## src/rtl/digit_render_if.sv

```systemverilog
// Digit offer channel for digit_render: digit code, box bounds, ready/valid handshake and busy.
interface digit_render_if;
  logic [3:0] digit_in;
  logic       digit_valid;
  logic       digit_ready;
  logic       busy;
  logic [8:0] Upper_data;
  logic [8:0] Lower_data;
  logic [8:0] Lift_data;
  logic [8:0] Right_data;

  modport master (
    output digit_in, digit_valid, Upper_data, Lower_data, Lift_data, Right_data,
    input  digit_ready, busy
  );

  modport slave (
    input  digit_in, digit_valid, Upper_data, Lower_data, Lift_data, Right_data,
    output digit_ready, busy
  );
endinterface

```

## src/rtl/digit_render.sv

```systemverilog
// Renders one seven-segment digit into a scanned pixel stream; new digits
// are committed only at frame start so a frame never shows a mixed glyph.
module digit_render #(
  parameter logic [7:0]  FG         = 8'h00,
  parameter logic [7:0]  BG         = 8'hFF,
  parameter logic [8:0]  STROKE     = 9'd4,
  parameter int unsigned BLINK_LOG2 = 32'd5
) (
  input  logic          clock,
  input  logic          rst,
  input  logic          tft_begin,
  input  logic [8:0]    hcount,
  input  logic [8:0]    lcount,
  digit_render_if.slave dig,
  output logic [7:0]    data_out
);

  typedef enum logic [1:0] {
    ST_IDLE    = 2'd0,
    ST_PENDING = 2'd1,
    ST_SHOW    = 2'd2
  } state_t;

  localparam logic [8:0] STROKE_M1 = STROKE - 9'd1;
  localparam logic [9:0] MIN_H     = {STROKE, 1'b0};

  state_t state_r, state_s;
  logic capture_s, commit_s;
  logic digit_ready_r, busy_r, has_active_r;
  logic [BLINK_LOG2:0] frame_cnt_r;
  logic [3:0] pend_digit_r, act_digit_r;
  logic [8:0] pend_upper_r, pend_lower_r, pend_lift_r, pend_right_r;
  logic [8:0] act_upper_r, act_lower_r, act_lift_r, act_right_r;
  logic [7:0] data_out_r, pix_s;

  function automatic logic [8:0] sat_add(input logic [8:0] a, input logic [8:0] b);
    logic [9:0] s;
    s = {1'b0, a} + {1'b0, b};
    return s[9] ? 9'h1FF : s[8:0];
  endfunction

  function automatic logic [8:0] sat_sub(input logic [8:0] a, input logic [8:0] b);
    return (a >= b) ? (a - b) : 9'd0;
  endfunction

  function automatic logic in_range(input logic [8:0] v, input logic [8:0] lo, input logic [8:0] hi);
    return (v >= lo) && (v <= hi);
  endfunction

  // Lit segments as {g,f,e,d,c,b,a}; invalid codes blink the middle bar.
  function automatic logic [6:0] seg_map(input logic [3:0] d, input logic blink_off);
    logic [6:0] m;
    case (d)
      4'd0:    m = 7'b0111111;
      4'd1:    m = 7'b0000110;
      4'd2:    m = 7'b1011011;
      4'd3:    m = 7'b1001111;
      4'd4:    m = 7'b1100110;
      4'd5:    m = 7'b1101101;
      4'd6:    m = 7'b1111101;
      4'd7:    m = 7'b0000111;
      4'd8:    m = 7'b1111111;
      4'd9:    m = 7'b1101111;
      default: m = blink_off ? 7'b0000000 : 7'b1000000;
    endcase
    return m;
  endfunction

  // Next-state logic for the offer/commit handshake.
  always_comb begin
    state_s   = state_r;
    capture_s = 1'b0;
    commit_s  = 1'b0;
    case (state_r)
      ST_IDLE, ST_SHOW: begin
        if (dig.digit_valid) begin
          state_s   = ST_PENDING;
          capture_s = 1'b1;
        end else begin
          state_s = state_r;
        end
      end
      ST_PENDING: begin
        if (tft_begin) begin
          state_s  = ST_SHOW;
          commit_s = 1'b1;
        end else begin
          state_s = ST_PENDING;
        end
      end
      default: state_s = ST_IDLE;
    endcase
  end

  logic [8:0] h_s, mid_s, a_hi_s, d_lo_s, g_hi_s, lf_hi_s, rt_lo_s;
  logic [6:0] seg_s, band_s;
  logic       degen_s, upper_rows_s, lower_rows_s, full_cols_s, left_cols_s, right_cols_s;

  // Band geometry from the active box; edges saturate instead of wrapping.
  always_comb begin
    h_s          = act_lower_r - act_upper_r;
    mid_s        = act_upper_r + {1'b0, h_s[8:1]};
    a_hi_s       = sat_add(act_upper_r, STROKE_M1);
    d_lo_s       = sat_sub(act_lower_r, STROKE_M1);
    g_hi_s       = sat_add(mid_s, STROKE_M1);
    lf_hi_s      = sat_add(act_lift_r, STROKE_M1);
    rt_lo_s      = sat_sub(act_right_r, STROKE_M1);
    degen_s      = (act_right_r <= act_lift_r) || (act_lower_r <= act_upper_r) || ({1'b0, h_s} < MIN_H);
    upper_rows_s = in_range(lcount, act_upper_r, mid_s);
    lower_rows_s = in_range(lcount, mid_s, act_lower_r);
    full_cols_s  = in_range(hcount, act_lift_r, act_right_r);
    left_cols_s  = in_range(hcount, act_lift_r, lf_hi_s);
    right_cols_s = in_range(hcount, rt_lo_s, act_right_r);
    band_s[0]    = in_range(lcount, act_upper_r, a_hi_s) && full_cols_s;
    band_s[1]    = right_cols_s && upper_rows_s;
    band_s[2]    = right_cols_s && lower_rows_s;
    band_s[3]    = in_range(lcount, d_lo_s, act_lower_r) && full_cols_s;
    band_s[4]    = left_cols_s && lower_rows_s;
    band_s[5]    = left_cols_s && upper_rows_s;
    band_s[6]    = in_range(lcount, mid_s, g_hi_s) && full_cols_s;
    seg_s        = seg_map(act_digit_r, frame_cnt_r[BLINK_LOG2]);
    if (has_active_r && !degen_s && (|(seg_s & band_s))) begin
      pix_s = FG;
    end else begin
      pix_s = BG;
    end
  end

  // State, handshake outputs, digit registers, frame counter and pixel register.
  always_ff @(posedge clock) begin
    if (rst) begin
      state_r       <= ST_IDLE;
      digit_ready_r <= 1'b1;
      busy_r        <= 1'b0;
      has_active_r  <= 1'b0;
      frame_cnt_r   <= '0;
      pend_digit_r  <= 4'd0;
      pend_upper_r  <= 9'd0;
      pend_lower_r  <= 9'd0;
      pend_lift_r   <= 9'd0;
      pend_right_r  <= 9'd0;
      act_digit_r   <= 4'd0;
      act_upper_r   <= 9'd0;
      act_lower_r   <= 9'd0;
      act_lift_r    <= 9'd0;
      act_right_r   <= 9'd0;
      data_out_r    <= BG;
    end else begin
      state_r       <= state_s;
      digit_ready_r <= (state_s != ST_PENDING);
      busy_r        <= (state_s == ST_PENDING);
      data_out_r    <= pix_s;
      if (tft_begin) begin
        frame_cnt_r <= frame_cnt_r + {{BLINK_LOG2{1'b0}}, 1'b1};
      end
      if (capture_s) begin
        pend_digit_r <= dig.digit_in;
        pend_upper_r <= dig.Upper_data;
        pend_lower_r <= dig.Lower_data;
        pend_lift_r  <= dig.Lift_data;
        pend_right_r <= dig.Right_data;
      end
      if (commit_s) begin
        has_active_r <= 1'b1;
        act_digit_r  <= pend_digit_r;
        act_upper_r  <= pend_upper_r;
        act_lower_r  <= pend_lower_r;
        act_lift_r   <= pend_lift_r;
        act_right_r  <= pend_right_r;
      end
    end
  end

  assign dig.digit_ready = digit_ready_r;
  assign dig.busy        = busy_r;
  assign data_out        = data_out_r;

endmodule

```

## src/flat_wrapper.sv

```systemverilog
// flat-port wrapper written by rule: the top's interface ports become plain ports
module digit_render_flat 
#(
  parameter logic [7:0]  FG         = 8'h00,
  parameter logic [7:0]  BG         = 8'hFF,
  parameter logic [8:0]  STROKE     = 9'd4,
  parameter int unsigned BLINK_LOG2 = 32'd5
)
  (clock, rst, tft_begin, hcount, lcount, data_out, dig_digit_in, dig_digit_valid, dig_Upper_data, dig_Lower_data, dig_Lift_data, dig_Right_data, dig_digit_ready, dig_busy);
  digit_render_if dig_i ();
  input  logic clock;
  input  logic rst;
  input  logic tft_begin;
  input  logic [8:0] hcount;
  input  logic [8:0] lcount;
  output logic [7:0] data_out;
  input wire logic [$bits(dig_i.digit_in)-1:0] dig_digit_in;
  input wire logic [$bits(dig_i.digit_valid)-1:0] dig_digit_valid;
  input wire logic [$bits(dig_i.Upper_data)-1:0] dig_Upper_data;
  input wire logic [$bits(dig_i.Lower_data)-1:0] dig_Lower_data;
  input wire logic [$bits(dig_i.Lift_data)-1:0] dig_Lift_data;
  input wire logic [$bits(dig_i.Right_data)-1:0] dig_Right_data;
  output wire logic [$bits(dig_i.digit_ready)-1:0] dig_digit_ready;
  output wire logic [$bits(dig_i.busy)-1:0] dig_busy;
  assign dig_i.digit_in = dig_digit_in;
  assign dig_i.digit_valid = dig_digit_valid;
  assign dig_i.Upper_data = dig_Upper_data;
  assign dig_i.Lower_data = dig_Lower_data;
  assign dig_i.Lift_data = dig_Lift_data;
  assign dig_i.Right_data = dig_Right_data;
  assign dig_digit_ready = dig_i.digit_ready;
  assign dig_busy = dig_i.busy;
  digit_render #(.FG(FG), .BG(BG), .STROKE(STROKE), .BLINK_LOG2(BLINK_LOG2)) u_core (.clock(clock), .rst(rst), .tft_begin(tft_begin), .hcount(hcount), .lcount(lcount), .dig(dig_i), .data_out(data_out));
endmodule
```

## config.mk

```make
export PLATFORM = sky130hd
export DESIGN_NAME = digit_render_flat
export DESIGN_NICKNAME = d
export VERILOG_FILES = /design/src/rtl/digit_render_if.sv /design/src/rtl/digit_render.sv /design/src/flat_wrapper.sv
export SDC_FILE = /design/constraint.sdc
export NUM_CORES = 1
export LEC_CHECK = 0
export CAP_MARGIN = 20
export CORE_UTILIZATION = 56
export CTS_BUF_LIST = sky130_fd_sc_hd__clkbuf_16
export CTS_CLUSTER_SIZE = 28
export DETAILED_ROUTE_END_ITERATION = 7
export PLACE_DENSITY_LB_ADDON = 0.2
export SLEW_MARGIN = 25
export SYNTH_ARGS = -nofsm -noshare
export SYNTH_HDL_FRONTEND = slang
export SYNTH_SLANG_ARGS = --single-unit
export TNS_END_PERCENT = 100
```

## constraint.sdc

```tcl
create_clock -name clock -period 5.6 [get_ports clock]
set_input_delay 1.12 -clock clock [delete_from_list [all_inputs] [get_ports clock]]
set_output_delay 1.12 -clock clock [all_outputs]
set_load 0.02 [all_outputs]
```

Yosys cells after proc, flatten, opt, wreduce, memory -nomap -nowiden
Index checks and enable logic that the tools add are counted.
- $add $sub $neg: 8
- multiply operators: 0
- div/mod/pow operators: 0
- magnitude comparators: 16
- equality and inequality tests: 13
- shifts and indexed selects: 0
- muxes and demuxes: 15
- bitwise gates (word level): 1
- reduce and logical (&&, ||, !) cells: 24
- operators with widths (cell ; number):
    9-bit less-or-equal comparator ; 8
    7-bit one-hot mux with 10 select lines ; 1
    9-bit >= comparator ; 5
    9-bit 2-to-1 mux ; 5
    9-bit by 2-bit adder with 10-bit output (second input constant) ; 3
    9-bit by 2-bit >= comparator with 1-bit output (second input constant) ; 2
    9-bit by 2-bit subtractor with 9-bit output (second input constant) ; 2
    1-bit logical AND ; 17
    4-bit by 3-bit == test with 1-bit output (second input constant) ; 4
    9-bit by 8-bit adder with 9-bit output ; 1
    9-bit by 4-bit less-than comparator with 1-bit output (second input constant) ; 1
    9-bit subtractor ; 1
    4-bit by 2-bit == test with 1-bit output (second input constant) ; 2
    4-bit == test (second input constant) ; 2
    8-bit 2-to-1 mux ; 1
    7-bit AND ; 1
    7-bit 2-to-1 mux ; 1
    7-bit OR reduction ; 1
    6-bit by 1-bit adder with 6-bit output (second input constant) ; 1
    2-bit by 1-bit == test with 1-bit output (second input constant) ; 2
    4-bit by 1-bit == test with 1-bit output (second input constant) ; 1
    4-bit logical NOT ; 1
    1-bit 2-to-1 mux ; 4
    2-bit 2-to-1 mux ; 2
    other kinds (7) ; 8
- register bits: 99
- bits in latches: 0
- bits in writable memories: 0
- memory bits (read-only): 0
- input port bits: 62
- word-level logic and storage cells: 93
- memories: 0

Logic depth before layout (Yosys ltp)
- depth in word-level cells: 11
- depth in mapped cells: 25
- mapped depth without buffers: 25

Worst setup path after synthesis
Ideal clock, no wire load.
- path kind: register -> register
- start: register u_core.act_upper_r[3]
- end: register u_core.data_out_r[6], in the netlist u_core.data_out[6]
- setup time: 0.079 ns
- arrival: 4.295 ns
- slack: 1.226 ns
- cell stages (with the launch flop): 25
- period minus slack after synthesis: 4.374 ns
- cell sequence: dfxtp_1 inv_1 ha_1 a21o_1 a21oi_1 o31ai_2 a21o_1 a21oi_1 xnor2_1 ha_1 o21a_1 o31a_1 a21oi_1 nand3b_1 nor3_2 nor2_1 ha_1 nand3_1 o21bai_1 a31oi_1 o31ai_1 nand3_1 o311ai_1 a22o_1 o221ai_2
- cells in the longest elaborated chain, start to end: 11
- elaborated cells between the ends (all ways): 31
- those cells by class: add/sub (4); order compare (7); mux (3); bitwise (1); reduce/logical (16)
- RTL lines (what ; line ; source):
    start, declared ; digit_render.sv:33 ; logic [8:0] act_upper_r, act_lower_r, act_lift_r, act_right_r;
    start signal, assigned ; digit_render.sv:166 ; act_upper_r <= pend_upper_r;
    9-bit subtractor ; digit_render.sv:101 ; h_s = act_lower_r - act_upper_r;
    9-bit by 8-bit adder with 9-bit output ; digit_render.sv:102 ; mid_s = act_upper_r + {1'b0, h_s[8:1]};
    9-bit by 2-bit adder with 10-bit output ; digit_render.sv:38 ; s = {1'b0, a} + {1'b0, b};
    9-bit 2-to-1 mux ; digit_render.sv:39 ; return s[9] ? 9'h1FF : s[8:0];
    9-bit less-or-equal comparator ; digit_render.sv:47 ; return (v >= lo) && (v <= hi);
    1-bit logical AND ; digit_render.sv:47 ;
    1-bit logical AND ; digit_render.sv:120 ; band_s[6] = in_range(lcount, mid_s, g_hi_s) && full_cols_s;
    7-bit AND ; digit_render.sv:122 ; if (has_active_r && !degen_s && (|(seg_s & band_s))) begin
    7-bit OR reduction ; digit_render.sv:122 ;
    1-bit logical AND (*) ; digit_render.sv:122 ;
    8-bit 2-to-1 mux (*) ; digit_render.sv:122 ;
    end signal, assigned ; digit_render.sv:152 ; data_out_r <= pix_s;
    end, declared ; digit_render.sv:34 ; logic [7:0] data_out_r, pix_s;
Mark *: on every way between the ends. The rest lies on a longest branch, timed or not.
A chain may end at the register's enable or synchronous reset.

Final worst setup path
- start: register u_core.act_upper_r[0]
- end: register u_core.data_out_r[6], in the netlist u_core.data_out[6]
The elaborated chain is that of the path after synthesis.

==> flow_summary.ini <==
[setup_path]
critPathBufInv = 2
worstSetupPathType = flip-flop to flip-flop
path_delay_family = compound AO/OA/AOI/OAI gates
arrival_ps = 5330
cp-start-kind = flip-flop
ff2ff_path_depth = 23
cp_slowest_cell = dfxtp_1
critical-path-max-stage-delay_ps = 500
crit_path_max_fanout = 8
r2r_start = u_core.act_upper_r[0]$_SDFFE_PP0P_
cp_data_required_time_ps = 5830
path_cells = ha_1 > inv_1 > fa_1 > xor2_1 > inv_1 > fa_1 > nor2b_1 > o21ai_1 > a21boi_1 > o21ai_0 > a21oi_1 > nand3b_1 > nor3_2 > nor2_1 > ha_1 > nand3_1 > o21bai_1 > a31oi_1 > o31ai_1 > nand3_1 > o311ai_1 > a22o_1 > o221ai_2
critPathCaptureType = flip-flop
rr_endpoint = u_core.data_out[6]$_SDFF_PP1_
r2r_slack_ps = 500

[die]
pin_count = 72
die-height_um = 115
start_util_pct = 58.3
placementRows = 40
core-area_mm2 = 0.0122
die_area_mm2 = 0.0132
die_w_um = 115

[timing]
slew_violations = 0
min_period_ps = 5100
rsz0062_at_grt = no
max_clock_freq_ghz = 0.196
setup_viol = 0
fin_skew_ps = 13.7
fin_crit_sh_pct = 91.1
finalHoldViolations = 0
slew_headroom_pct = 40.3
tns_ps = 0
worst_pin_slew_ps = 895

[global_route]
antenna_found_initial = 0
grt_pass1_vias = 5970
overflow = 0
track_usage_pct = 27.2
grt_max_degree = 92
grt_pass1_wl_um = 28600

[cts]
worst_skew_pair.late_latency_ps = 340
cts.htree.levels = 3
clkSinkCount = 92
numCtsBuffers = 9
clockRootBuffer = clkbuf_16
cts_tree = done
cts_resized = 0
cts_buffer_depth = 2
cts_setup_buffers = 0
clk_pin_slew_worst_paths_ps = 70
hold_buffers = 0

[drt]
first_iter_violations = 534
vias = 6487
via_per_inst = 5.61
routedWlPerCell_um = 14.5
ant_nets = 0
drc = 0
first_pass_iters = 5
wl_um = 16700

[synthesis]
netlist_instances = 941
ys.flop_type = dfxtp_1
async_flop_share_pct = 0
synth_cell_type_count = 58
syn_area_mm2 = 0.00711
syn-mean-instance-area_um2 = 7.56
ys_seq_area_share_pct = 25.9
yosys_warnings = 0
synth-edff-count = 0
synth.net_count = 1127
yosys_register_bits = 92

[cells_and_area]
drive_gt1_share_pct = 2.63
fillers = 1094
syn_to_final_growth_pct = 14.3
fin_area_mm2 = 0.00813
final_nets = 1172
antenna_cells = 0

[hold_path]
hold-path-cell-count = 2
min-delay-start = u_core.pend_lower_r[1]$_SDFFE_PP0P_
hold_path.class = flip-flop to flip-flop
min_to = u_core.act_lower_r[1]$_SDFFE_PP0P_

[placement]
hpwlAfterDp_um = 12900
placed_area_mm2 = 0.00789
portBuffers = 71
gp_congestion = 0.975

[power_and_ir_drop]
p_leak_uw = 0.00315
peakVddDrop_v = 0.000180
power_density_mw_per_mm2 = 195

[status]
status = finished, final reports clean

[job]
max-cap-violations = 0
[synth_stat cells (2+ instances only)]
cell type    n  area share [%]
nand2_1    199              10
a21oi_1    125             8.8
ha_1       122              21
dfxtp_1     92              26
inv_1       56             3.0
nor2_1      51             2.7
clkbuf_1    35             1.8
o21ai_0     35             2.5
xnor2_1     33             4.1
nand3_1     18             1.3
nand4_1     18             1.6
a21o_1      15             1.6
nor2b_1     14             1.2
nor3_1      12            0.84
o21a_1      10             1.1
nand2b_1     9            0.79
o22ai_1      8            0.70
xor2_1       8            0.98
buf_4        7            0.74
a211oi_1     6            0.63
and3_1       6            0.53
nand3b_1     4            0.42
nor4_1       4            0.35
o21bai_1     4            0.42
a31oi_1      3            0.26
mux2i_1      3            0.42
o211ai_1     3            0.32
o21ai_1      3            0.21
or4_1        3            0.32
a21boi_0     2            0.21
a221o_1      2            0.28
fa_1         2            0.56
o311ai_0     2            0.25
o31a_1       2            0.25
or3b_2       2            0.25
[power by group]
| part | leakage [uW] | switching [uW] | internal, uW |
|---|---|---|---|
| clock | 0.000121 | 234 | 289 |
| sequential | 0.000750 | 18.7 | 680 |
| combinational | 0.00228 | 200 | 168 |
[flip-flops by register name, indices dropped and copies added (netlist names)]
register	flops
u_core.pend_upper_r	9
u_core.pend_lower_r	9
u_core.act_lift_r	9
u_core.dig.digit_ready	1
u_core.pend_right_r	9
u_core.act_lower_r	9
u_core.act_right_r	9
u_core.has_active_r	1
u_core.pend_digit_r	4
u_core.act_digit_r	4
u_core.frame_cnt_r	6
u_core.dig.busy	1
u_core.pend_lift_r	9
u_core.data_out	1
u_core.act_upper_r	9
u_core.state_r	2
[layout by cell type (no fill, tap or decap), types with 10 or more instances in the layout]
| cell type | n |
|---|---|
| nand4_1 | 18 |
| ha_1 | 122 |
| dfxtp_1 | 92 |
| nor3_1 | 12 |
| clkdlybuf4s50_1 | 70 |
| o21a_1 | 10 |
| inv_1 | 57 |
| a21o_1 | 15 |
| a21oi_1 | 125 |
| o21ai_0 | 35 |
| nor2_1 | 51 |
| xnor2_1 | 33 |
| nor2b_1 | 13 |
| nand2_1 | 199 |
| nand3_1 | 18 |
[kinds of logic (layout without fill, tap and decap cells)]
group,count (synthesis),in the layout,synth area share [%]
AND/OR/NAND/NOR,349,349,21.7
AO/OA/AOI/OAI,233,233,19.2
adder cells (fa/ha/maj),124,124,22.0
buffers and inverters,98,146,5.54
flip-flops,92,92,25.9
XOR/XNOR,41,41,5.05
multiplexers,4,4,0.580
[layer usage]
layer  global-route usage [%]  wire (um)  vias to the layer above
li1                         -          -                     3351
met1                     40.5       8470                     2948
met2                     42.4       7290                      177
met3                     2.17        804                       11
met4                     6.67        177                        0
met5                        0          0                        -
[worst max path at each step]
stage	depth (start not counted)	endpoint	from	slack, ps
6_report	23	u_core.data_out[6]$_SDFF_PP1_	u_core.act_upper_r[0]$_SDFFE_PP0P_	500
5_1_grt	23	u_core.data_out[6]$_SDFF_PP1_	u_core.act_upper_r[0]$_SDFFE_PP0P_	170
4_1_cts	23	u_core.data_out[6]$_SDFF_PP1_	u_core.act_upper_r[0]$_SDFFE_PP0P_	580
3_5_place_dp	23	u_core.data_out[6]$_SDFF_PP1_	u_core.act_upper_r[0]$_SDFFE_PP0P_	610
3_3_place_gp	23	u_core.data_out[6]$_SDFF_PP1_	u_core.act_upper_r[0]$_SDFFE_PP0P_	820
2_1_floorplan	24	u_core.data_out[6]$_SDFF_PP1_	u_core.act_upper_r[3]$_SDFFE_PP0P_	1230
[cell type report]
cell class / count / area [um2] / share of cell area, %
clock buffer: 9 / 225 / 2.77
clock inverter: 5 / 22.5 / 0.277
inverter: 56 / 210 / 2.58
multi-input combinational: 751 / 4880 / 60.0
sequential: 92 / 1840 / 22.6
tap: 168 / 210 / 2.58
timing repair buffer: 76 / 743 / 9.14
[worst register-to-register path, cell delays in order (launching register included)]
cell and delay [ps]:
dfxtp_1 500, ha_1 200, inv_1 60, fa_1 420
xor2_1 210, inv_1 80, fa_1 440, nor2b_1 140
o21ai_1 90, a21boi_1 320, o21ai_0 130, a21oi_1 270
nand3b_1 180, nor3_2 420, nor2_1 110, ha_1 320
nand3_1 120, o21bai_1 120, a31oi_1 120, o31ai_1 280
nand3_1 120, o311ai_1 90, a22o_1 190, o221ai_2 90
[metrics by stage]
stage	std cells	power [uW]	utilization (%)	hold WS (ps)	worst slack [ps]
after global routing	1157	1680	66.6	464	168
after floorplan	941	956	-	432	1230
after CTS	1157	1600	66.6	452	575
after detailed placement	1143	1080	64.6	444	607
after global placement	1143	1070	64.6	438	821
final	1157	1590	66.6	449	499
Note: power is estimated with default switching activity, not from simulation.
